--- config.mk ---
export PLATFORM = sky130hd
export DESIGN_NAME = mem_refill_arb
export DESIGN_NICKNAME = d
export VERILOG_FILES = /design/src/rtl/mem_arb_pkg.sv /design/src/rtl/rr_arbiter2.sv /design/src/rtl/mem_refill_arb.sv
export SDC_FILE = /design/constraint.sdc
export NUM_CORES = 1
export LEC_CHECK = 0
export BUFFER_PORTS_ARGS = -buffer_cell sky130_fd_sc_hd__buf_2
export CORE_MARGIN = 8
export CORE_UTILIZATION = 35
export CTS_CLUSTER_SIZE = 20
export DETAILED_ROUTE_END_ITERATION = 10
export GPL_TIMING_DRIVEN = 0
export PLACE_DENSITY_LB_ADDON = 0.3
export SYNTH_ARGS = -nofsm -noshare
export SYNTH_HDL_FRONTEND = slang
export SYNTH_SLANG_ARGS = --single-unit
--- constraint.sdc ---
create_clock -name clk -period 1.8 [get_ports clk]
set_input_delay 0.36 -clock clk [delete_from_list [all_inputs] [get_ports clk]]
set_output_delay 0.36 -clock clk [all_outputs]
set_load 0.01 [all_outputs]
--- src/rtl/mem_arb_pkg.sv ---
// Shared types and field layout for the two-requester refill arbiter.
// Latency: n/a (types and constants only).
// Backpressure: n/a.
package mem_arb_pkg;

  typedef enum logic [1:0] {
    S_IDLE,
    S_RD_ISSUE,
    S_RD_WAIT,
    S_WR
  } state_e;

  localparam int LINE_WORDS = 4;
  localparam int ADDR_W     = 12;
  localparam int DATA_W     = 32;

  // Byte-address field layout: [11:4] line, [3:2] word in line, [1:0] byte.
  localparam int WORD_LSB = 2;
  localparam int WORD_MSB = 3;
  localparam int LINE_LSB = 4;
  localparam int LINE_MSB = 11;
  localparam int LINE_W   = LINE_MSB - LINE_LSB + 1;

  // Word-aligned byte address of word 'word' within line 'line'.
  function automatic logic [ADDR_W-1:0] word_addr(input logic [LINE_W-1:0] line,
                                                  input logic [1:0]        word);
    return {line, word, 2'b00};
  endfunction

endpackage

--- src/rtl/rr_arbiter2.sv ---
// Two-way round-robin arbiter with a registered last-grant pointer.
// Latency: grant is combinational from req; pointer updates on the accepting edge.
// Backpressure: pointer only moves when the consumer accepts the grant.
// Ports: req[1:0] requests, accept = grant taken this cycle, gnt[1:0] one-hot grant.
module rr_arbiter2 (
  input  logic       clk,
  input  logic       rstn,
  input  logic [1:0] req,
  input  logic       accept,
  output logic [1:0] gnt
);

  // last_q = index of the requester granted most recently; 1 after reset so
  // requester 0 wins the first contention.
  logic last_q;
  logic last_d;

  always_comb begin
    gnt    = req;
    last_d = last_q;
    if (req == 2'b11) begin
      gnt = last_q ? 2'b01 : 2'b10;
    end
    if (accept) begin
      last_d = gnt[1];
    end
  end

  always_ff @(posedge clk or negedge rstn) begin
    if (!rstn) begin
      last_q <= 1'b1;
    end else begin
      last_q <= last_d;
    end
  end

endmodule

--- src/rtl/mem_refill_arb.sv ---
// Shares one memory port between I-cache (req 0) and D-cache (req 1): 4-word line refill or 1-word write-through.
// Latency: first access 1 cycle after grant; fill k at (k+1)(MEM_LAT+1)+1; write done 1 cycle after grant.
// Backpressure: requests are held until done; one transaction at a time, one outstanding memory read.
// Ports: req_* per-requester request side, fill_*/done owner return side, MEM_*/mem_en/MEMW memory port.
module mem_refill_arb
  import mem_arb_pkg::*;
#(
  parameter int MEM_LAT = 2
) (
  input  logic              clk,
  input  logic              rstn,
  input  logic [1:0]        req_valid,
  input  logic [1:0]        req_write,
  input  logic [ADDR_W-1:0] req_addr0,
  input  logic [ADDR_W-1:0] req_addr1,
  input  logic [DATA_W-1:0] req_wdata0,
  input  logic [DATA_W-1:0] req_wdata1,
  output logic [1:0]        fill_valid,
  output logic [ADDR_W-1:0] fill_addr,
  output logic [DATA_W-1:0] fill_data,
  output logic [1:0]        done,
  output logic              busy,
  output logic              MEMW,
  output logic              mem_en,
  output logic [ADDR_W-1:0] MEM_ADDR,
  output logic [DATA_W-1:0] MEM_DI,
  input  logic [DATA_W-1:0] MEM_DOUT
);

  state_e              state_q, state_d;
  logic                owner_q, owner_d;
  logic [LINE_W-1:0]   line_q, line_d;
  logic [1:0]          word_q, word_d;
  logic [2:0]          lat_q, lat_d;
  logic [1:0]          fill_valid_q, fill_valid_d;
  logic [ADDR_W-1:0]   fill_addr_q, fill_addr_d;
  logic [DATA_W-1:0]   fill_data_q, fill_data_d;
  logic [1:0]          done_q, done_d;
  logic                mem_en_q, mem_en_d;
  logic                memw_q, memw_d;
  logic [ADDR_W-1:0]   mem_addr_q, mem_addr_d;
  logic [DATA_W-1:0]   mem_di_q, mem_di_d;

  logic [1:0]          gnt;
  logic                accept;
  logic [ADDR_W-1:0]   sel_addr;
  logic [DATA_W-1:0]   sel_wdata;
  logic                sel_write;
  logic [1:0]          owner_oh;
  logic [1:0]          next_word;
  logic                unused_addr_bits;

  rr_arbiter2 u_arb (
    .clk    (clk),
    .rstn   (rstn),
    .req    (req_valid),
    .accept (accept),
    .gnt    (gnt)
  );

  assign sel_addr  = gnt[1] ? req_addr1  : req_addr0;
  assign sel_wdata = gnt[1] ? req_wdata1 : req_wdata0;
  assign sel_write = gnt[1] ? req_write[1] : req_write[0];
  assign owner_oh  = owner_q ? 2'b10 : 2'b01;
  assign next_word = word_q + 2'd1;
  assign unused_addr_bits = ^{req_addr0[1:0], req_addr1[1:0]};

  always_comb begin
    state_d      = state_q;
    owner_d      = owner_q;
    line_d       = line_q;
    word_d       = word_q;
    lat_d        = lat_q;
    fill_valid_d = 2'b00;
    fill_addr_d  = fill_addr_q;
    fill_data_d  = fill_data_q;
    done_d       = 2'b00;
    mem_en_d     = 1'b0;
    memw_d       = 1'b1;
    mem_addr_d   = mem_addr_q;
    mem_di_d     = mem_di_q;
    accept       = 1'b0;

    // Memory-port outputs are registered, so each access is set up on the
    // edge that enters RD_ISSUE/WR and is visible throughout that state.
    unique case (state_q)
      S_IDLE: begin
        // While the previous owner's done is still showing it has not yet
        // dropped req_valid; hold off one cycle so it cannot be re-granted.
        if ((gnt != 2'b00) && (done_q == 2'b00)) begin
          accept   = 1'b1;
          owner_d  = gnt[1];
          line_d   = sel_addr[LINE_MSB:LINE_LSB];
          word_d   = 2'd0;
          mem_en_d = 1'b1;
          if (sel_write) begin
            state_d    = S_WR;
            memw_d     = 1'b0;
            mem_addr_d = {sel_addr[ADDR_W-1:WORD_LSB], 2'b00};
            mem_di_d   = sel_wdata;
            done_d     = gnt;
          end else begin
            state_d    = S_RD_ISSUE;
            mem_addr_d = word_addr(sel_addr[LINE_MSB:LINE_LSB], 2'd0);
          end
        end
      end

      S_RD_ISSUE: begin
        lat_d   = 3'(MEM_LAT);
        state_d = S_RD_WAIT;
      end

      S_RD_WAIT: begin
        if (lat_q == 3'd1) begin
          // MEM_DOUT is valid this cycle; mem_addr_q still holds its address.
          fill_valid_d = owner_oh;
          fill_addr_d  = mem_addr_q;
          fill_data_d  = MEM_DOUT;
          if (word_q == 2'd3) begin
            done_d  = owner_oh;
            word_d  = 2'd0;
            state_d = S_IDLE;
          end else begin
            word_d     = next_word;
            state_d    = S_RD_ISSUE;
            mem_en_d   = 1'b1;
            mem_addr_d = word_addr(line_q, next_word);
          end
        end else begin
          lat_d = lat_q - 3'd1;
        end
      end

      S_WR: begin
        state_d = S_IDLE;
      end

      default: begin
        state_d = S_IDLE;
      end
    endcase
  end

  always_ff @(posedge clk or negedge rstn) begin
    if (!rstn) begin
      state_q      <= S_IDLE;
      owner_q      <= 1'b0;
      line_q       <= '0;
      word_q       <= 2'd0;
      lat_q        <= 3'd0;
      fill_valid_q <= 2'b00;
      fill_addr_q  <= '0;
      fill_data_q  <= '0;
      done_q       <= 2'b00;
      mem_en_q     <= 1'b0;
      memw_q       <= 1'b1;
      mem_addr_q   <= '0;
      mem_di_q     <= '0;
    end else begin
      state_q      <= state_d;
      owner_q      <= owner_d;
      line_q       <= line_d;
      word_q       <= word_d;
      lat_q        <= lat_d;
      fill_valid_q <= fill_valid_d;
      fill_addr_q  <= fill_addr_d;
      fill_data_q  <= fill_data_d;
      done_q       <= done_d;
      mem_en_q     <= mem_en_d;
      memw_q       <= memw_d;
      mem_addr_q   <= mem_addr_d;
      mem_di_q     <= mem_di_d;
    end
  end

  assign fill_valid = fill_valid_q;
  assign fill_addr  = fill_addr_q;
  assign fill_data  = fill_data_q;
  assign done       = done_q;
  assign busy       = (state_q != S_IDLE);
  assign mem_en     = mem_en_q;
  assign MEMW       = memw_q;
  assign MEM_ADDR   = mem_addr_q;
  assign MEM_DI     = mem_di_q;

endmodule

# After elaboration in Yosys (flattened, before gate mapping)
# Index checks and enable logic that the tools add are counted.
totals:
  regBits: 111
  out_inout_bits: 95
  elab_cells: 77
classes:
  add_sub_neg: 2
  eq_ne: 10
  muxes: 37
  n_reduce_logical: 14
ops:
  columns: ["op", "n"]
  rows:
  - ["12-bit two-way mux", 4]
  - ["32-bit two-way mux", 1]
  - ["2-bit two-way mux", 15]
  - ["12-bit case mux with 2 select lines", 1]
  - ["1-bit two-way mux", 9]
  - ["2-bit == test, second input constant", 4]
  - ["2-bit inequality test, second input constant", 4]
  - ["2-bit case mux with 2 select lines", 2]
  - ["2-bit case mux with 4 select lines", 1]
  - ["2-bit AND reduction", 4]
  - ["2-bit nonzero test", 4]
  - ["3-bit case mux with 2 select lines", 1]
  - ["3-bit AND reduction", 2]
  - ["2-bit logical NOT", 2]
  - ["4-bit two-way mux", 1]
  - ["4-bit AND reduction", 1]
  - ["3-bit by 1-bit == test with 1-bit output, second input constant", 1]
  - ["3-bit two-way mux", 1]
  - ["3-bit by 1-bit subtractor with 3-bit output, second input constant", 1]
  - ["2-bit by 1-bit adder with 2-bit output, second input constant", 1]
  - ["2-bit by 1-bit == test with 1-bit output, second input constant", 1]
  - ["1-bit case mux with 2 select lines", 1]
  - ["1-bit logical AND", 1]

# Longest topological paths before layout
# Gate-level depths: netlist of run 1.
logic_depth:
  word_depth: 6
  ltp_mapped: 8
  mapped_depth_nobuf: 7

# By module
# A second synthesis of run 1 with hierarchy kept.
hier_totals:
  cells_unflattened: 470
  area_unflattened_um2: 4749.6
by_module_without_submodules:
  columns: ["mod", "instances", "cells_per_inst", "area_each_um2"]
  rows:
  - ["mem_refill_arb", 1, 465, 4685.7]
  - ["rr_arbiter2", 1, 5, 63.8]

# Worst setup path after synthesis of run 1
# No wires, ideal clock.
synth_timing:
  path_type: "register to register"
  from: "register state_q[1]"
  to: "register mem_addr_q[10], in the netlist MEM_ADDR[10]"
  t_arrival_ns: 1.481
  t_required_ns: 1.672
  slack_ns: 0.191
  stages_incl_launch_ff: 7
  path_buffers: 1
  path_cell_list: "dfrtp_1 -> nor2_1 -> o211ai_1 -> buf_2 -> a21boi_2 -> inv_2 -> mux2_1"
synth_via:
  elab_chain_cells: 3
  word_cells_on_any_way: 8
  cone_classes: "eq/ne (4); mux (1); reduce/logical (3)"
synth_lines:
  columns: ["item", "line_no", "text"]
  rows:
  - ["from (decl)", "mem_refill_arb.sv:30", "state_e state_q, state_d;"]
  - ["from (signal assigned)", "mem_refill_arb.sv:161", "state_q <= state_d;"]
  - ["2-bit == test / 2-bit logical NOT (equally long branches)", "mem_refill_arb.sv:86", "unique case (state_q)"]
  - ["2-bit inequality test (no line) / 2-bit nonzero test (equally long branches)", null, null]
  - ["4-bit AND reduction (no line)", null, null]
  - ["to (signal assigned)", "mem_refill_arb.sv:172", "mem_addr_q <= mem_addr_d;"]
  - ["to (decl)", "mem_refill_arb.sv:41", "logic [ADDR_W-1:0] mem_addr_q, mem_addr_d;"]
# Several ways; a longest one is shown, not always the timed one.
# A chain may end at the register's enable or synchronous reset.

# Worst setup path after layout of run 1
layout_timing:
  from: "register state_q[0]"
  to: "register mem_addr_q[2], in the netlist MEM_ADDR[2]"
# The elaborated chain is that of the path after synthesis.

==> results by group, run 1 <==
Timing
  – Least-Margin Pin Slew: 0.795 ns
  – Slew Viols, Final: 0
  – Final Skew: 0.00672 ns
  – Max-slew headroom: 47.0%
  – Hold Slack: 0.0945 ns
  – Final worst slack: 0.0641 ns
  – Final setup viols: 0
  – Tmin final: 1.74 ns
  – Crit share post-route: 96.4%
  – Fmax achieved: 576 MHz
  – Final hold vios: 0

Setup path
  – CP Capture Type: register
  – CP startpoint: state_q[0]$_DFFE_PN0P_
  – Reg2reg setup slack: 0.06 ns
  – RR Startpoint: state_q[0]$_DFFE_PN0P_
  – Critical Path RT: 2.03 ns
  – Critical path type: reg2reg
  – CP max FO: 9
  – CP startpoint kind: register
  – Crit path DAT: 1.97 ns

Power
  – Design Power: 10.7 mW
  – Sw power: 4.18 mW
  – Max VDD drop: 0.576 mV
  – Power Density: 1620 nW/um^2
  – Static Leak: 3.51 nW
  – Clock share of power: 17.3%
  – Internal: 6.51 mW
  – Seq pwr share: 39.0%
  – Comb pwr share: 43.7%
  – Sw Ratio: 39.1%

Route
  – DRC viols: 0
  – Vias: 4302
  – Vias per std cell: 4.79
  – Drt initial violations: 265
  – Drt wl/cell: 16.4 um
  – First-pass DRT Iterations: 4
  – Final ANT Viol Nets: 0
  – Final WL: 14.8 mm

Clock tree
  – Clock-pin slew on the worst setup and hold paths: 0.07 ns
  – H-tree lvl count: 3
  – CTS Buf Count: 9
  – Root buf cell: clkbuf_16
  – TritonCTS clock tree: done
  – CTS Sinks: 107
  – Max Root-Sink Buffers: 2
  – Clock latency at the later pin of the worst-skew pair: 0.35 ns

Floorplanning
  – Core area: 13200 sq um
  – Die area: 17600 sq um
  – Initial cell density of the core: 35.9%
  – Top Ports: 221
  – Die Ht: 132 um
  – Die width: 132 um
  – Std cell rows: 42

GRT
  – Total GRT Usage: 16.6%
  – Vias in the first global route: 4651
  – Grt total ovfl: 0
  – Global-route wire length before repair: 23.7 mm
  – Antenna violations before repair: 1
  – Largest net degree at the start of global routing: 62

Placement
  – Routability Congestion: 0.846
  – IO Port Bufs: 212
  – Pre-CTS WS: -0.213 ns
  – Hpwl dp: 11.4 mm

Cells and area
  – # fillers: 1299
  – Layout cell share with drive strength beyond 1: 40.8%
  – Most common cell after layout, fill and taps aside: buf_2
  – Final-stage net count: 847
  – Area Overhead vs Synth: 38.7%
  – Most frequent cells in the layout: buf_2 (215), nand2_1 (140), dfrtp_1 (103)
  – ANT cells: 0

Logic synthesis
  – Mapped Area: 4750 sq um
  – Syn Area/Cell: 9.96 sq um
  – Ys Warns: 0
  – Post-Syn Instances: 477
  – Synth Register Bits: 107
  – Register area share after synthesis: 56.4%
  – Synth unique cells: 40

Flow run
  – Max Cap Violations: 0

Min path
  – Min-delay worst type: in2async

Status
  – Outcome: complete, no violations
==> cells in the mapped netlist (all sizes together) <==
library cell / count / area [sq um]
nor3: 1 / 5.00
o32ai: 2 / 25.0
nor4: 1 / 6.26
o22ai: 1 / 6.26
dfstp: 2 / 52.6
dfrtp: 105 / 2630
mux2: 9 / 101
ha: 3 / 37.5
and3: 2 / 12.5
or2: 1 / 6.26
a31oi: 1 / 6.26
nand3: 2 / 10.0
and2: 1 / 6.26
o31a: 1 / 8.76
o21ai: 77 / 415
nand2b: 2 / 12.5
o31ai: 2 / 15.0
a32o: 1 / 10.0
a21o: 2 / 15.0
mux2i: 43 / 434
nand2: 141 / 529
nor2b: 3 / 18.8
o22a: 1 / 8.76
nor2: 17 / 71.3
a21boi: 2 / 22.5
clkbuf: 15 / 56.3
conb: 1 / 3.75
o211ai: 2 / 15.0
inv: 9 / 33.8
a21oi: 9 / 45.0
buf: 18 / 131
==> kinds of logic after synthesis <==
group,Yosys count,share of synthesized area [%]
AOI/OAI and AO/OA,101,12.5
adders and majority gates,3,0.790
buffers and inverters,42,4.66
DFF,107,56.4
muxes,52,11.3
other,1,0.0790
and+or+nand+nor,171,14.3
==> power groups by stage <==
stage / clock, mW / sequential, mW / combinational, mW
finish: 1.85 / 4.17 / 4.68
CTS: 1.91 / 4.18 / 4.48
global placement: 0 / 4.14 / 4.27
global route: 2.00 / 4.32 / 5.22
floorplan: 0 / 4.56 / 2.10
detailed placement: 0 / 4.20 / 4.42
==> worst paths after layout <==
kind,cells after the start,endpoint
worst max-delay path,7,MEM_ADDR[2]$_DFFE_PN0P_
worst min-delay path,1,mem_en$_DFF_PN0_
worst max register to register,7,MEM_ADDR[2]$_DFFE_PN0P_
worst min register to register,2,fill_addr[6]$_DFFE_PN0P_
max in group asynchronous,2,MEM_DI[15]$_DFFE_PN0P_
min in group clk,3,fill_data[19]$_DFFE_PN0P_
==> through the flow <==
stage	TNS (ns)	instances	utilization [%]	area [sq um]
finish	0	899	49.7	6590
global route	-0.00323	899	49.7	6590
CTS	0	889	48.4	6400
detailed placement	-8.25	869	45.9	6070
global placement	-92.90	868	45.6	6040
floorplan	0	480	-	4760
==> cell type report <==
cell class | instances | area, sq um | share of cell area [%]
buffer | 33 | 220 | 3.34
clock buffer | 12 | 246 | 3.74
clock inverter | 4 | 26.3 | 0.399
inverter | 9 | 36.3 | 0.551
multi-input combinational | 331 | 1950 | 29.6
sequential | 107 | 2680 | 40.7
tap | 176 | 220 | 3.34
timing repair buffer | 226 | 1200 | 18.2
timing repair inverter | 1 | 7.51 | 0.114
==> layer usage <==
metal / part of all wire, % / track usage [%] / vias up / wire length (um)
met5: 0.054 / 0 / - / 8
met4: 1.5 / 6.44 / 2 / 223
met3: 9.2 / 6.62 / 17 / 1360
met2: 48 / 27.2 / 199 / 7060
met1: 41 / 19.1 / 2014 / 6130
li1: - / - / 2070 / -
==> state kept, by name (all words and copies together), names as in the netlist <==
| register | cells |
|---|---|
| fill_addr | 10 |
| owner_q | 1 |
| MEMW | 1 |
| MEM_DI | 32 |
| word_q | 2 |
| mem_en | 1 |
| fill_data | 32 |
| lat_q | 3 |
| MEM_ADDR | 10 |
| line_q | 8 |
| state_q | 2 |
| done | 2 |
| fill_valid | 2 |
| u_arb.last_q | 1 |
==> worst max-delay path, stage by stage, from the launching register on <==
cell      delay, ns
dfrtp_2        0.43
nand2b_1       0.16
buf_6          0.15
nor2_4         0.19
a21boi_4       0.10
buf_4          0.16
inv_4          0.09
mux2_1         0.33
==> repair_timing <==
item                                    in CTS  in global routing
setup buffers                                4                  8
endpoints found under the setup margin      61                 75
endpoints found under the hold margin        0                  0
hold buffers                                 0                  0
pin swaps                                    1                  4
gates resized for setup                     10                 41
cloned                                       0                  2
Note: power is estimated with default switching activity, not from simulation.
==> inputs of run 2 (changes only) <==
==> constraint.sdc (replaced) <==
create_clock -name clk -period 1.8 [get_ports clk]
set_input_delay 0.09 -clock clk [delete_from_list [all_inputs] [get_ports clk]]
set_output_delay 0.09 -clock clk [all_outputs]
set_load 0.01 [all_outputs]
==> results by group, run 2 (synthesis results as in run 1) <==
Status
  – Outcome: complete, no violations

Placement
  – Routability Congestion: 0.846
  – IO Port Bufs: 212
  – Hpwl dp: 11.4 mm
  – Placed Area: 6070 sq um

Power
  – Design Power: 10.8 mW
  – Power Density: 1550 nW/um^2
  – Sw power: 4.21 mW
  – Seq pwr share: 38.7%
  – Max VDD drop: 0.583 mV
  – Comb pwr share: 44.1%
  – Sw Ratio: 39.0%
  – Static Leak: 3.66 nW
  – Internal: 6.57 mW
  – Clock share of power: 17.1%

Floorplanning
  – Core area: 13200 sq um
  – Initial cell density of the core: 35.9%
  – Top Ports: 221
  – Die area: 17600 sq um
  – Die Ht: 132 um
  – Die width: 132 um
  – Std cell rows: 42

Clock tree
  – Root buf cell: clkbuf_16
  – Max Root-Sink Buffers: 2
  – CTS Buf Count: 9
  – CTS Sinks: 107
  – TritonCTS clock tree: done
  – Clock-pin slew on the worst setup and hold paths: 0.07 ns
  – Clock latency at the later pin of the worst-skew pair: 0.35 ns
  – H-tree lvl count: 3

Setup path
  – CP max FO: 9
  – Crit path cell chain: nand2b_1 -> buf_6 -> nor2_4 -> a21boi_4 -> buf_4 -> inv_4 -> mux2_1
  – Critical Path RT: 2.03 ns
  – Critical path type: reg2reg
  – Crit path DAT: 1.96 ns
  – Peak per-stage delay on the critical path: 0.43 ns
  – Slowest CP cell: dfrtp_2
  – CP startpoint kind: register
  – CP Capture Type: register

Flow run
  – Max Cap Violations: 0

Cells and area
  – Most frequent cells in the layout: buf_2 (215), nand2_1 (140), dfrtp_1 (103)
  – Finished Cell Area: 6940 sq um
  – Final-stage net count: 883
  – Most common cell after layout, fill and taps aside: buf_2
  – Area Overhead vs Synth: 46.2%
  – Layout cell share with drive strength beyond 1: 39.0%

Route
  – Vias: 4421
  – Drt initial violations: 280
  – Final ANT Viol Nets: 0
  – Final WL: 15.2 mm
  – Vias per std cell: 4.72
  – DRC viols: 0
  – First-pass DRT Iterations: 4
  – Drt wl/cell: 16.3 um

GRT
  – Grt total ovfl: 0
  – Largest net degree at the start of global routing: 62
  – Global-route wire length before repair: 24.3 mm
  – Total GRT Usage: 17.0%
  – Antenna violations before repair: 0
  – Vias in the first global route: 4788

Timing
  – Tmin final: 1.74 ns
  – Setup TNS: 0 ns
  – Fmax achieved: 576 MHz
  – Final Skew: 0.00828 ns
  – Crit share post-route: 96.5%
  – Final setup viols: 0
  – Final hold vios: 0
  – Least-Margin Pin Slew: 0.806 ns
  – Max-slew headroom: 46.3%
  – Slew Viols, Final: 0

Min path
  – Min-delay worst type: in2reg
==> run 2: metrics by stage <==
stage | hold slack (ns) | util [%] | worst slack (ns) | std cells
after floorplan | -0.206 | - | 0.191 | 480
after global placement | 0.280 | 45.6 | -0.563 | 868
after detailed placement | 0.229 | 45.9 | -0.165 | 869
after CTS | 0.000965 | 51.0 | 0.00975 | 924
after global routing | 0.0119 | 52.4 | -0.0116 | 935
final | 0.0137 | 52.4 | 0.0639 | 936
==> run 2: what timing repair did <==
item / 4_1_cts / 5_1_grt
hold endpoints to repair: 92 / 0
pin swaps: 1 / 4
setup endpoints to repair: 61 / 75
setup buffers: 4 / 10
resized for setup: 10 / 40
hold buffers: 35 / 0
gates cloned: 0 / 1
==> run 2: critical path, delay by kind of cell, from the launching register on <==
| kind | cells | cell delay, ns |
|---|---|---|
| flip-flops | 1 | 0.43 |
| buffers and inverters | 3 | 0.40 |
| AND/OR/NAND/NOR | 2 | 0.35 |
| multiplexers | 1 | 0.33 |
| AO/OA/AOI/OAI | 1 | 0.10 |
==> run 2: worst paths after layout <==
kind / start / to / slack [ns] / cells after the start
setup / recovery: state_q[0]$_DFFE_PN0P_ / MEM_ADDR[2]$_DFFE_PN0P_ / 0.06 / 7
hold / removal: req_wdata0[24] / MEM_DI[24]$_DFFE_PN0P_ / 0.01 / 3
setup reg to reg: state_q[0]$_DFFE_PN0P_ / MEM_ADDR[2]$_DFFE_PN0P_ / 0.06 / 7
hold reg to reg: fill_addr[6]$_DFFE_PN0P_ / fill_addr[6]$_DFFE_PN0P_ / 0.47 / 2
max in group asynchronous: rstn / MEM_DI[15]$_DFFE_PN0P_ / 0.70 / 3
min in group asynchronous: rstn / mem_en$_DFF_PN0_ / 0.38 / 2
==> run 2: power by group through the flow <==
stage / combinational, mW / clock, mW / sequential, mW
floorplan: 2.10 / 0 / 4.56
global route: 5.30 / 2.00 / 4.32
CTS: 4.54 / 1.91 / 4.18
detailed placement: 4.42 / 0 / 4.20
finish: 4.76 / 1.85 / 4.18
global placement: 4.27 / 0 / 4.14
==> run 2: per-layer routing <==
metal | part of all wire, % | vias up | GRT usage [%] | wire, um
li1 | - | 2138 | - | -
met1 | 41 | 2085 | 19.5 | 6300
met2 | 49 | 184 | 28.3 | 7430
met3 | 8.4 | 14 | 6.32 | 1270
met4 | 1.4 | 0 | 6.69 | 217
met5 | 0 | - | 0 | 0
==> run 2: cell type report <==
type | instances | area [sq um]
Antenna cell | 1 | 2.50
Inverter | 9 | 36.3
Clock inverter | 4 | 26.3
Fill cell | 1254 | 6300
Timing Repair Buffer | 262 | 1550
Sequential cell | 107 | 2680
Timing Repair inverter | 1 | 7.51
Buffer | 33 | 220
Tap cell | 176 | 220
Clock buffer | 12 | 246
Multi-Input combinational cell | 331 | 1950
==> inputs of run 3 (changes only) <==
- CORE_ASPECT_RATIO: not set -> 1.4
==> results by group, run 3 (synthesis results as in run 1) <==
Route
  – Vias per std cell: 4.69
  – Drt initial violations: 195
  – DRC viols: 0
  – Final ANT Viol Nets: 0
  – First-pass DRT Iterations: 5
  – Drt wl/cell: 15.8 um
  – Vias: 4349
  – Final WL: 14.7 mm

Cells and area
  – Post-Layout Cell Count: 928
  – Final core utilization: 51.1%
  – Layout cell share with drive strength beyond 1: 38.1%
  – # fillers: 1258
  – ANT cells: 0
  – Area Overhead vs Synth: 43.4%
  – Most frequent cells in the layout: buf_2 (214), nand2_1 (141), dfrtp_1 (103)
  – Final-stage net count: 870
  – Most common cell after layout, fill and taps aside: buf_2

Timing
  – Tmin final: 1.73 ns
  – Final hold vios: 0
  – Final setup viols: 0
  – Hold Slack: 0.0210 ns
  – Setup TNS: 0 ns
  – RSZ-0062 raised after global routing: yes
  – Fmax achieved: 579 MHz
  – Slew Viols, Final: 0
  – Max-slew headroom: 56.3%
  – Least-Margin Pin Slew: 0.655 ns
  – Crit share post-route: 95.9%
  – Final Skew: 0.0121 ns

Placement
  – IO Port Bufs: 212
  – Routability Congestion: 0.794
  – Hpwl dp: 11.2 mm
  – Post-placement cell count: 875

Floorplanning
  – Core area: 13300 sq um
  – Die width: 114 um
  – Std cell rows: 50
  – Die Ht: 154 um
  – Die area: 17600 sq um
  – Initial cell density of the core: 35.6%
  – Top Ports: 221

Clock tree
  – CTS Sinks: 107
  – TritonCTS clock tree: done
  – H-tree lvl count: 3
  – Clock latency at the later pin of the worst-skew pair: 0.34 ns
  – Root buf cell: clkbuf_16
  – Clock-pin slew on the worst setup and hold paths: 0.07 ns
  – Max Root-Sink Buffers: 2
  – CTS Buf Count: 9

Setup path
  – CP startpoint kind: register
  – Reg2reg setup slack: 0.07 ns
  – Critical path type: reg2reg
  – CP Capture Type: register
  – CP max FO: 10
  – Critical Path RT: 2.04 ns
  – Crit path DAT: 1.97 ns

GRT
  – Vias in the first global route: 4691
  – Grt total ovfl: 0
  – Total GRT Usage: 16.7%
  – Largest net degree at the start of global routing: 60
  – Global-route wire length before repair: 23.5 mm
  – Antenna violations before repair: 1

Power
  – Design Power: 10.5 mW
  – Static Leak: 3.60 nW
  – Power Density: 1540 nW/um^2
  – Max VDD drop: 0.651 mV

Flow run
  – Max Cap Violations: 0

Min path
  – Min-delay worst type: in2reg

Status
  – Outcome: complete, no violations
==> run 3: changes by cell type in the layout (fill, tap and decap cells not counted), moves of 2 or more <==
cell,change
buf_4,-8
o21ai_1,-5
clkbuf_4,+3
o21ai_0,+3
clkbuf_2,-2
dlygate4sd3_1,-2
mux2i_2,+2
mux2i_4,-2
o21ai_2,+2
==> run 3: final timing paths <==
kind,start,to,cells after the start
max,u_arb.last_q$_DFFE_PN1P_,done[0]$_DFF_PN0_,7
min,req_wdata0[28],MEM_DI[28]$_DFFE_PN0P_,3
max reg2reg,u_arb.last_q$_DFFE_PN1P_,done[0]$_DFF_PN0_,7
min reg2reg,fill_addr[10]$_DFFE_PN0P_,fill_addr[10]$_DFFE_PN0P_,2
max in group asynchronous,rstn,u_arb.last_q$_DFFE_PN1P_,3
min in group asynchronous,rstn,MEM_DI[25]$_DFFE_PN0P_,2
==> run 3: layer usage <==
| metal | wire, um | track usage, % | vias to the layer above |
|---|---|---|---|
| li1 | - | - | 2107 |
| met1 | 5700 | 18.2 | 2016 |
| met2 | 7290 | 28.8 | 202 |
| met3 | 1350 | 5.76 | 22 |
| met4 | 329 | 6.62 | 2 |
| met5 | 10 | 0 | - |
==> run 3: power by group <==
part,switching [mW],total (mW),internal [mW]
sequential,0.645,4.18,3.53
combinational,2.57,4.50,1.93
clock,0.877,1.82,0.946
==> run 3: cell type report <==
class | count | area (sq um) | share of cell area [%]
Sequential cell | 107 | 2680 | 39.4
Multi-Input combinational cell | 331 | 1920 | 28.2
Timing Repair Buffer | 251 | 1460 | 21.4
Clock buffer | 11 | 233 | 3.42
Tap cell | 182 | 228 | 3.34
Buffer | 32 | 213 | 3.12
Clock inverter | 5 | 37.5 | 0.551
Inverter | 9 | 36.3 | 0.533
==> run 3: critical path: stages (launching register included) <==
cell and delay, ns:
dfstp_2 0.56, a21boi_2 0.06, buf_6 0.13, mux2i_4 0.21, or2_1 0.25, buf_6 0.14, buf_6 0.15, o32ai_2 0.13
==> run 3: stage by stage <==
step                      worst slack (ns)  area (sq um)
after global placement              -0.552          6050
after global routing              -0.00824          6810
after detailed placement            -0.105          6080
after CTS                          0.00810          6730
final                               0.0742          6810
after floorplan                      0.191          4760
==> run 3: timing repair <==
action / CTS / global route
buffers inserted: 3 / 2
endpoints found under the setup margin: 60 / 78
pin swaps: 1 / 1
hold endpoints to repair: 79 / 0
resized for setup: 8 / 31
hold buffers: 33 / 0
